## src/rtl/ntr_pkg.sv

```systemverilog
// Shared constants and state encoding for the NTR word feeder.
package ntr_pkg;
    localparam logic [31:0] NTR_OPEN_BUS   = 32'hFFFF_FFFF;
    localparam int          NTR_WORD_BYTES = 4;

    typedef enum logic [1:0] {
        IDLE  = 2'd0,
        FETCH = 2'd1,
        DRAIN = 2'd2
    } state_t;
endpackage

```

## src/rtl/ntr_word_feed_if.sv

```systemverilog
// Memory read port between the word feeder (master) and the memory (slave).
interface ntr_word_feed_if #(
    parameter int ADDR_W = 24
);
    // mem_rd is a one-cycle request strobe with mem_addr valid alongside it;
    // every strobe earns exactly one mem_rvalid cycle, at least one cycle later,
    // in issue order, with no back-pressure in either direction.
    logic              mem_rd;
    logic [ADDR_W-1:0] mem_addr;
    logic [31:0]       mem_rdata;
    logic              mem_rvalid;

    modport master (output mem_rd, output mem_addr, input mem_rdata, input mem_rvalid);
    modport slave  (input mem_rd, input mem_addr, output mem_rdata, output mem_rvalid);
endinterface

```

## src/rtl/ntr_word_fifo.sv

```systemverilog
// Small power-of-two FIFO of 32-bit words with occupancy count and flush.
module ntr_word_fifo #(
    parameter int DEPTH = 2
) (
    input  logic                     clk,
    input  logic                     rst,
    input  logic                     flush,
    input  logic                     push,
    input  logic [31:0]              wdata,
    input  logic                     pop,
    output logic [31:0]              rdata,
    output logic                     empty,
    output logic                     full,
    output logic [$clog2(DEPTH):0]   count
);
    localparam int PW = $clog2(DEPTH);

    logic [31:0]   mem_q [DEPTH];
    logic [31:0]   mem_d [DEPTH];
    logic [PW-1:0] wr_ptr_q, wr_ptr_d;
    logic [PW-1:0] rd_ptr_q, rd_ptr_d;
    logic [PW:0]   count_q, count_d;
    logic          do_push, do_pop;

    assign empty = (count_q == '0);
    assign full  = (count_q == (PW + 1)'(DEPTH));
    assign count = count_q;
    assign rdata = mem_q[rd_ptr_q];

    always_comb begin
        mem_d    = mem_q;
        wr_ptr_d = wr_ptr_q;
        rd_ptr_d = rd_ptr_q;
        count_d  = count_q;
        do_pop   = pop && !empty && !flush;
        // A pop frees the slot in the same cycle, so a full FIFO still accepts a push then.
        do_push  = push && !flush && (!full || do_pop);
        if (flush) begin
            wr_ptr_d = '0;
            rd_ptr_d = '0;
            count_d  = '0;
        end else begin
            if (do_push) begin
                mem_d[wr_ptr_q] = wdata;
                wr_ptr_d        = wr_ptr_q + PW'(1);
                count_d         = count_d + (PW + 1)'(1);
            end
            if (do_pop) begin
                rd_ptr_d = rd_ptr_q + PW'(1);
                count_d  = count_d - (PW + 1)'(1);
            end
        end
    end

    always_ff @(posedge clk) begin
        if (rst) begin
            wr_ptr_q <= '0;
            rd_ptr_q <= '0;
            count_q  <= '0;
        end else begin
            wr_ptr_q <= wr_ptr_d;
            rd_ptr_q <= rd_ptr_d;
            count_q  <= count_d;
        end
    end

    always_ff @(posedge clk) begin
        mem_q <= mem_d;
    end
endmodule

```

## src/rtl/ntr_word_feed.sv

```systemverilog
// Prefetches a run of words from memory into a FIFO and feeds the head word to
// the NTR byte responder, showing open-bus when nothing is buffered.
module ntr_word_feed
    import ntr_pkg::*;
#(
    parameter int ADDR_W = 24,
    parameter int WC_W   = 12,
    parameter int DEPTH  = 2
) (
    input  logic               clk,
    input  logic               rst,
    input  logic               start,
    input  logic               abort,
    input  logic [ADDR_W-1:0]  base_addr,
    input  logic [WC_W-1:0]    word_count,
    input  logic               request,
    output logic [31:0]        data,
    output logic               data_valid,
    output logic               done,
    output logic               underrun,
    output logic               busy,
    output state_t             dbg_state,
    ntr_word_feed_if.master    mem
);
    localparam int CW = $clog2(DEPTH) + 1;
    // One extra bit so discard can hold its 2*DEPTH ceiling.
    localparam int DW = CW + 1;
    localparam logic [DW:0] DISC_MAX = (DW + 1)'(2 * DEPTH);

    state_t            state_q, state_d;
    logic [ADDR_W-1:0] addr_q, addr_d;
    logic [WC_W-1:0]   to_issue_q, to_issue_d;
    logic [WC_W-1:0]   to_consume_q, to_consume_d;
    logic [CW-1:0]     outstanding_q, outstanding_d;
    logic [DW-1:0]     discard_q, discard_d;
    logic              underrun_q, underrun_d;
    logic              done_q, done_d;
    logic              mem_rd_q, mem_rd_d;
    logic [ADDR_W-1:0] mem_addr_q, mem_addr_d;
    logic [DW:0]       disc_sum;

    logic [31:0]       fifo_rdata;
    logic              fifo_empty, fifo_full;
    logic [CW-1:0]     fifo_count;
    logic              push, drop, pop, room;
    logic [ADDR_W-1:0] start_addr;

    assign start_addr = {base_addr[ADDR_W-1:2], 2'b00};
    assign push       = mem.mem_rvalid && (discard_q == '0) && (outstanding_q != '0) && !fifo_full;
    assign drop       = mem.mem_rvalid && (discard_q != '0);
    assign pop        = request && !fifo_empty;
    assign room       = ({1'b0, fifo_count} + {1'b0, outstanding_q}) < (CW + 1)'(DEPTH);

    ntr_word_fifo #(.DEPTH(DEPTH)) u_fifo (
        .clk   (clk),
        .rst   (rst),
        .flush (abort),
        .push  (push),
        .wdata (mem.mem_rdata),
        .pop   (pop),
        .rdata (fifo_rdata),
        .empty (fifo_empty),
        .full  (fifo_full),
        .count (fifo_count)
    );

    always_comb begin
        state_d       = state_q;
        addr_d        = addr_q;
        to_issue_d    = to_issue_q;
        to_consume_d  = to_consume_q;
        outstanding_d = outstanding_q;
        discard_d     = discard_q;
        underrun_d    = underrun_q;
        done_d        = 1'b0;
        mem_rd_d      = 1'b0;
        mem_addr_d    = mem_addr_q;
        disc_sum      = '0;

        if (push) outstanding_d = outstanding_q - CW'(1);
        if (drop) discard_d = discard_q - DW'(1);

        if (abort) begin
            // Reads still in flight become stale; their responses must be dropped.
            state_d       = IDLE;
            disc_sum      = {1'b0, discard_d} + (DW + 1)'(outstanding_d);
            discard_d     = (disc_sum > DISC_MAX) ? DISC_MAX[DW-1:0] : disc_sum[DW-1:0];
            outstanding_d = '0;
        end else begin
            case (state_q)
                IDLE: begin
                    if (start) begin
                        underrun_d   = 1'b0;
                        to_consume_d = word_count;
                        to_issue_d   = word_count;
                        addr_d       = start_addr;
                        if (word_count == '0) begin
                            done_d = 1'b1;
                        end else begin
                            // The first read goes out on the start edge itself.
                            mem_rd_d      = 1'b1;
                            mem_addr_d    = start_addr;
                            addr_d        = start_addr + ADDR_W'(NTR_WORD_BYTES);
                            to_issue_d    = word_count - WC_W'(1);
                            outstanding_d = outstanding_d + CW'(1);
                            state_d       = (word_count == WC_W'(1)) ? DRAIN : FETCH;
                        end
                    end
                end
                FETCH, DRAIN: begin
                    if (state_q == FETCH && room && to_issue_q != '0) begin
                        mem_rd_d      = 1'b1;
                        mem_addr_d    = addr_q;
                        addr_d        = addr_q + ADDR_W'(NTR_WORD_BYTES);
                        to_issue_d    = to_issue_q - WC_W'(1);
                        outstanding_d = outstanding_d + CW'(1);
                        if (to_issue_q == WC_W'(1)) state_d = DRAIN;
                    end
                    if (request && fifo_empty) underrun_d = 1'b1;
                    if (pop) begin
                        to_consume_d = to_consume_q - WC_W'(1);
                        if (to_consume_q == WC_W'(1)) begin
                            done_d  = 1'b1;
                            state_d = IDLE;
                        end
                    end
                end
                default: state_d = IDLE;
            endcase
        end
    end

    always_ff @(posedge clk) begin
        if (rst) begin
            state_q       <= IDLE;
            addr_q        <= '0;
            to_issue_q    <= '0;
            to_consume_q  <= '0;
            outstanding_q <= '0;
            discard_q     <= '0;
            underrun_q    <= 1'b0;
            done_q        <= 1'b0;
            mem_rd_q      <= 1'b0;
            mem_addr_q    <= '0;
        end else begin
            state_q       <= state_d;
            addr_q        <= addr_d;
            to_issue_q    <= to_issue_d;
            to_consume_q  <= to_consume_d;
            outstanding_q <= outstanding_d;
            discard_q     <= discard_d;
            underrun_q    <= underrun_d;
            done_q        <= done_d;
            mem_rd_q      <= mem_rd_d;
            mem_addr_q    <= mem_addr_d;
        end
    end

    assign data         = fifo_empty ? NTR_OPEN_BUS : fifo_rdata;
    assign data_valid   = !fifo_empty;
    assign done         = done_q;
    assign underrun     = underrun_q;
    assign busy         = (state_q != IDLE);
    assign dbg_state    = state_q;
    assign mem.mem_rd   = mem_rd_q;
    assign mem.mem_addr = mem_addr_q;
endmodule

```

## src/flat_wrapper.sv

```systemverilog
// flat-port wrapper written by rule: the top's interface ports become plain ports
module ntr_word_feed_flat import ntr_pkg::*;
#(
    parameter int ADDR_W = 24,
    parameter int WC_W   = 12,
    parameter int DEPTH  = 2
)
  (clk, rst, start, abort, base_addr, word_count, request, data, data_valid, done, underrun, busy, dbg_state, mem_mem_rd, mem_mem_addr, mem_mem_rdata, mem_mem_rvalid);
  ntr_word_feed_if #(.ADDR_W(ADDR_W)) mem_i ();
  input  logic clk;
  input  logic rst;
  input  logic start;
  input  logic abort;
  input  logic [ADDR_W-1:0] base_addr;
  input  logic [WC_W-1:0] word_count;
  input  logic request;
  output logic [31:0] data;
  output logic data_valid;
  output logic done;
  output logic underrun;
  output logic busy;
  output state_t dbg_state;
  output wire logic [$bits(mem_i.mem_rd)-1:0] mem_mem_rd;
  output wire logic [$bits(mem_i.mem_addr)-1:0] mem_mem_addr;
  input wire logic [$bits(mem_i.mem_rdata)-1:0] mem_mem_rdata;
  input wire logic [$bits(mem_i.mem_rvalid)-1:0] mem_mem_rvalid;
  assign mem_mem_rd = mem_i.mem_rd;
  assign mem_mem_addr = mem_i.mem_addr;
  assign mem_i.mem_rdata = mem_mem_rdata;
  assign mem_i.mem_rvalid = mem_mem_rvalid;
  ntr_word_feed #(.ADDR_W(ADDR_W), .WC_W(WC_W), .DEPTH(DEPTH)) u_core (.clk(clk), .rst(rst), .start(start), .abort(abort), .base_addr(base_addr), .word_count(word_count), .request(request), .data(data), .data_valid(data_valid), .done(done), .underrun(underrun), .busy(busy), .dbg_state(dbg_state), .mem(mem_i));
endmodule
```

## config.mk

```make
export PLATFORM = sky130hd
export DESIGN_NAME = ntr_word_feed_flat
export DESIGN_NICKNAME = d
export VERILOG_FILES = /design/src/rtl/ntr_pkg.sv /design/src/rtl/ntr_word_feed_if.sv /design/src/rtl/ntr_word_fifo.sv /design/src/rtl/ntr_word_feed.sv /design/src/flat_wrapper.sv
export SDC_FILE = /design/constraint.sdc
export NUM_CORES = 1
export LEC_CHECK = 0
export ABC_AREA = 1
export CORE_ASPECT_RATIO = 0.6
export CORE_MARGIN = 2
export CORE_UTILIZATION = 55
export CTS_CLUSTER_DIAMETER = 50
export DETAILED_ROUTE_END_ITERATION = 16
export PLACE_DENSITY = 0.94
export SYNTH_ARGS = -nofsm -noshare
export SYNTH_HDL_FRONTEND = slang
export SYNTH_SLANG_ARGS = --single-unit
export TNS_END_PERCENT = 50
```

## constraint.sdc

```tcl
create_clock -name clk -period 3.4 [get_ports clk]
set_input_delay 0.68 -clock clk [delete_from_list [all_inputs] [get_ports clk]]
set_output_delay 0.68 -clock clk [all_outputs]
set_load 0.02 [all_outputs]
```

* Word-level counts from Yosys, hierarchy flattened
Cells that the tools add are included.
** Storage, ports and cells
- Word-level logic and storage cells :: 135
- Register bits :: 150
- Output and inout bits :: 63
** Operators by class
- Order comparisons :: 5
- $add $sub $neg :: 14
- Bitwise logic cells :: 3
- Eq/ne operators :: 11
- Mux-type cells :: 53
- Reductions and logical operators :: 34
** Operators with widths (number)
- two-way mux 32 bit :: 5
- two-way mux 24 bit :: 6
- case mux 24 bit (2 select lines) :: 2
- bitwise mux 64 bit :: 1
- two-way mux 12 bit :: 5
- adder 24 x 3 -> 24 bit, second input constant :: 2
- case mux 12 bit (2 select lines) :: 2
- equality test 12 x 1 -> 1 bit, second input constant :: 3
- subtractor 12 x 1 -> 12 bit, second input constant :: 3
- demux 32 bit (select 1 bit) :: 1
- two-way mux 2 bit :: 14
- logical AND 1 bit :: 13
- zero test 12 bit :: 1
- AND reduction 4 bit :: 3
- nonzero test 12 bit :: 1
- two-way mux 1 bit :: 9
- two-way mux 3 bit :: 3
- case mux 2 bit (2 select lines) :: 2
- inequality test 2 bit, second input constant :: 3
- case mux 1 bit (2 select lines) :: 3
- nonzero test 2 bit :: 3
- AND reduction 5 bit :: 1
- adder 2 x 1 -> 2 bit, second input constant :: 2
- adder 3 x 2 -> 4 bit :: 1
- other kinds (20) :: 31

* Depth between registers and ports, before layout
- Word-level depth :: 11
- Depth in mapped cells :: 15
- Mapped depth without buffers :: 14

* Hierarchy
A second synthesis with hierarchy kept.
** Second synthesis, totals
- Cells, all modules :: 1184
- Area, all modules :: 8518.2 sq um
** Modules (own cells, without submodules)
- ntr_word_feed :: cells an instance 978, times used 1, seq. area each 1581.5 sq um, area each 5928.2 sq um
- ntr_word_fifo :: cells an instance 206, times used 1, seq. area each 2001.9 sq um, area each 2590.0 sq um

* Worst setup path before layout
No wires, ideal clock.
- Path kind :: input port to flip-flop
- Start :: in abort
- End :: reg u_core.u_fifo.mem_q[32] (netlist bit), enable pin
- Setup time :: 0.423 ns
- Path slack :: 0.542 ns
- Data required time :: 2.977 ns
- Buffers on the path :: 0
- Stages :: 3
- Arrival time :: 2.435 ns
- Cells stage by stage :: inv_1 nand4_1 nor2_1
** Between the ends
- Cells in the longest elaborated chain, start to end :: 5
- Elaborated cells on any way between the ends :: 7
- Classes of those cells :: bitwise: 1; reduce/logical: 6
** Ends and longest elaborated chain
- start, declared :: RTL line flat_wrapper.sv:13 : input logic abort;
- zero test 1 bit :: RTL line ntr_word_fifo.sv:35, ntr_word_fifo.sv:37
- logical AND 1 bit :: RTL line ntr_word_fifo.sv:35 : do_pop = pop && !empty && !flush;
- logical OR 1 bit :: RTL line ntr_word_fifo.sv:37 : do_push = push && !flush && (!full || do_pop);
- logical AND 1 bit :: RTL line ntr_word_fifo.sv:37
- AND reduction 2 bit (no source line) (*)
- end signal, assigned :: RTL line ntr_word_fifo.sv:68 : mem_q <= mem_d;
- end, declared :: RTL line ntr_word_fifo.sv:18 : logic [31:0] mem_q [DEPTH];
Mark *: on every way between the ends. The rest lies on a longest branch, timed or not.
A chain may end at the register's enable or synchronous reset.

* Final worst setup path
- Start :: reg u_core.u_fifo.count_q[0], in the netlist u_core.u_fifo.count[0]
- End :: out data[0]
** Between the ends
- Cells in the longest elaborated chain, start to end :: 2
** Ends and longest elaborated chain
- start, declared :: RTL line ntr_word_fifo.sv:22 : logic [PW:0] count_q, count_d;
- start signal, assigned :: RTL line ntr_word_fifo.sv:63 : count_q <= count_d;
- zero test 2 bit :: RTL line ntr_word_fifo.sv:25 : assign empty = (count_q == '0);
- two-way mux 32 bit :: RTL line ntr_word_feed.sv:159 : assign data = fifo_empty ? NTR_OPEN_BUS : fifo_rdata;
- end, declared :: RTL line flat_wrapper.sv:17 : output logic [31:0] data;
Every way passes these cells.

==> impl_results.md <==
* Syn_area_per_cell at 7.24 um^2
* Yosys reg bits at 147
* Layout cell share with drive strength beyond 1 at 7.35%
* Worst-Margin Slew at 0.607 ns
* Area leader, netlist: edfxtp_1
* Total track usage at 31.3%
* Fin nets at 1400
* WS Path Type: register to output port
* Top cells by area, synth: edfxtp_1, dfxtp_1, nand2_1
* H-tree levels at 4
* Synth Instances at 1183
* Crit path max fanout at 34
* Yosys synthesis warning count at 0
* Overflow after GRT at 0
* Final WS setup at 0.288 ns
* Drt initial violations at 1240
* Clk slew on worst S/H paths at 0.07 ns
* Final WL at 25400 um
* Hold crit path type: register to register
* Wire per inst at 16.7 um
* DRC at 0
* CTS buffer count at 17
* Rel. slew slack at 59.5%
* Max Cap Viol at 0
* Starting density of the core at 56.0%
* Post-Syn Area at 8560 um^2
* Final Hold Fails at 0
* Worst-Skew Late Latency at 0.44 ns
* Crit path required time at 2.72 ns
* Register area share after synthesis at 41.9%
* Port bufs at 134
* Synth cell types at 50
* Area Growth Syn to Fin at 24.1%
* Clock Skews at 0.0180 ns
* Via count at 8826
* Die ar. at 16600 um^2
* Worst setup SP type: register
* Post-DP HPWL at 17400 um
* Max frequency at 321 MHz
* Initial antenna violation count at 0
* Final TNS setup at 0 ns
* Period utilisation layout at 91.5%
* Total design power at 0.00486 W
* Status: finished, final reports clean
* Final Max Slew Viols at 0
* Dpl ws at 0.253 ns
* Peak supply drop at 0.294 mV
* Power Dens Cells at 457 nW/um^2
* DRT Pass-1 Iters at 7
* Antenna cell count at 0
* CTS Root Cell: clkbuf_16
* Largest net degree at the start of global routing at 54
* Antenna viol nets, final at 0
* Post-CTS Setup Bufs at 0
* Final critical-path required period at 3.11 ns
* Endpoints failing setup at 0
* Yosys top cell area share at 22.5%
* Clock sinks at 147
* Die X at 165 um
* Syn nets at 1277
* CTS max path bufs at 2
* Vias per Instance at 5.80
* Vias in the first global route at 8243
* Lkg Pwr at 4.33 nW
* Gpl congestion at 0.964
* I/O pin cnt at 137
* Core outline area at 15300 um^2
* Critical Path AT at 2.43 ns
* Die Ht at 101 um
* Hold WS at 0.473 ns
* Setup crit end kind: output port
* CTS tree: yes
* RSZ-0062 raised after global routing: no
* Global-route wire length before repair at 40500 um
* # rows at 35
[critical path, cell delays in order, from the launching register on]
cell and delay, ns:
dfxtp_1 0.33, inv_1 0.09, ha_1 0.22, clkinv_2 0.42
nand3_1 0.28, clkdlybuf4s50_1 0.65
[flip-flops by register name (all words and copies together) (netlist names), 2 cells and up]
register              count
u_core.addr_q            22
u_core.dbg_state          2
u_core.discard_q          3
u_core.mem.mem_addr      23
u_core.outstanding_q      2
u_core.to_consume_q      12
u_core.to_issue_q        12
u_core.u_fifo.count       2
u_core.u_fifo.mem_q      64
[through the flow]
| step | instance area [um^2] | util (%) | cells |
|---|---|---|---|
| 2_1_floorplan | 8560 | - | 1183 |
| 3_3_place_gp | 10000 | 65.6 | 1490 |
| 3_5_place_dp | 10000 | 65.6 | 1490 |
| 4_1_cts | 10600 | 69.5 | 1522 |
| 5_1_grt | 10600 | 69.5 | 1522 |
| 6_report | 10600 | 69.5 | 1522 |
[metal layers]
layer / track usage (%) / up-vias / wire length (um)
met4: 11.2 / 0 / 626
li1: - / 4106 / -
met1: 42.0 / 4026 / 10300
met2: 48.0 / 606 / 11000
met3: 9.46 / 88 / 3570
met5: 0 / - / 0
[path summary, 6_finish.rpt]
kind                                                       endpoint                                start  slack, ns  cells past startpoint
worst max-delay path                                        data[0]    u_core.u_fifo.count[0]$_SDFF_PP0_       0.29                      5
worst min-delay path            u_core.mem.mem_addr[1]$_SDFFE_PP0P_  u_core.mem.mem_addr[1]$_SDFFE_PP0P_       0.47                      2
worst max register to register       u_core.discard_q[0]$_SDFF_PP0_       u_core.discard_q[0]$_SDFF_PP0_       0.69                     12
worst min register to register  u_core.mem.mem_addr[1]$_SDFFE_PP0P_  u_core.mem.mem_addr[1]$_SDFFE_PP0P_       0.47                      2
[logic make-up after synthesis]
family                     Yosys count  synth area share [%]
adders and majority gates           20                  3.10
DFF                                147                  41.9
muxes                                8                 0.936
and+or+nand+nor                    644                  31.9
AOI/OAI and AO/OA                  181                  12.0
xor gates and xnor gates            19                  1.94
buffers and inverters              164                  8.19
[cell usage after synthesis (all sizes together)]
library cell,number
a211oi,3
a21boi,2
a21o,1
a21oi,73
a31oi,3
and2,1
buf,22
clkbuf,25
clkinv,2
dfxtp,83
edfxtp,64
fa,2
ha,18
inv,115
mux2i,8
nand2,329
nand3,97
nand3b,3
nand4,13
nor2,184
nor3,13
o211ai,5
o21a,3
o21ai,81
o21bai,2
o221ai,1
o22ai,5
o31ai,2
or2,3
or3,1
xnor2,4
xor2,15
[power breakdown]
group | switching, W | leakage (nW) | internal [W]
registers | 0.0000818 | 1.26 | 0.00194
logic | 0.000605 | 2.79 | 0.000374
clock network | 0.000871 | 0.284 | 0.000984
total | 0.00156 | 4.33 | 0.00330
[cell usage in the layout (no fill, tap or decap), types with 6 or more instances in the layout]
cell,n
a21oi_1,65
a21oi_2,7
buf_4,17
clkbuf_16,17
clkdlybuf4s50_1,134
dfxtp_1,83
edfxtp_1,64
ha_1,17
inv_1,106
inv_2,8
inv_8,6
mux2i_1,8
nand2_1,322
nand3_1,97
nand4_1,13
nor2_1,171
nor2_2,8
nor3_1,12
o21ai_0,74
xor2_1,15
[area by class of cell]
type | count | area [um^2]
inverter | 117 | 443
clock buffer | 17 | 425
tap | 203 | 254
fill | 1140 | 4660
sequential | 147 | 3580
multi-input combinational | 872 | 4280
clock inverter | 15 | 163
timing repair buffer | 151 | 1470
[what timing repair did]
item | 4_1_cts | 5_1_grt
endpoints found under the setup margin | 32 | 0
gates resized for setup | 1 | 0
hold buffers | 0 | 0
Note: power is estimated with default switching activity, not from simulation.
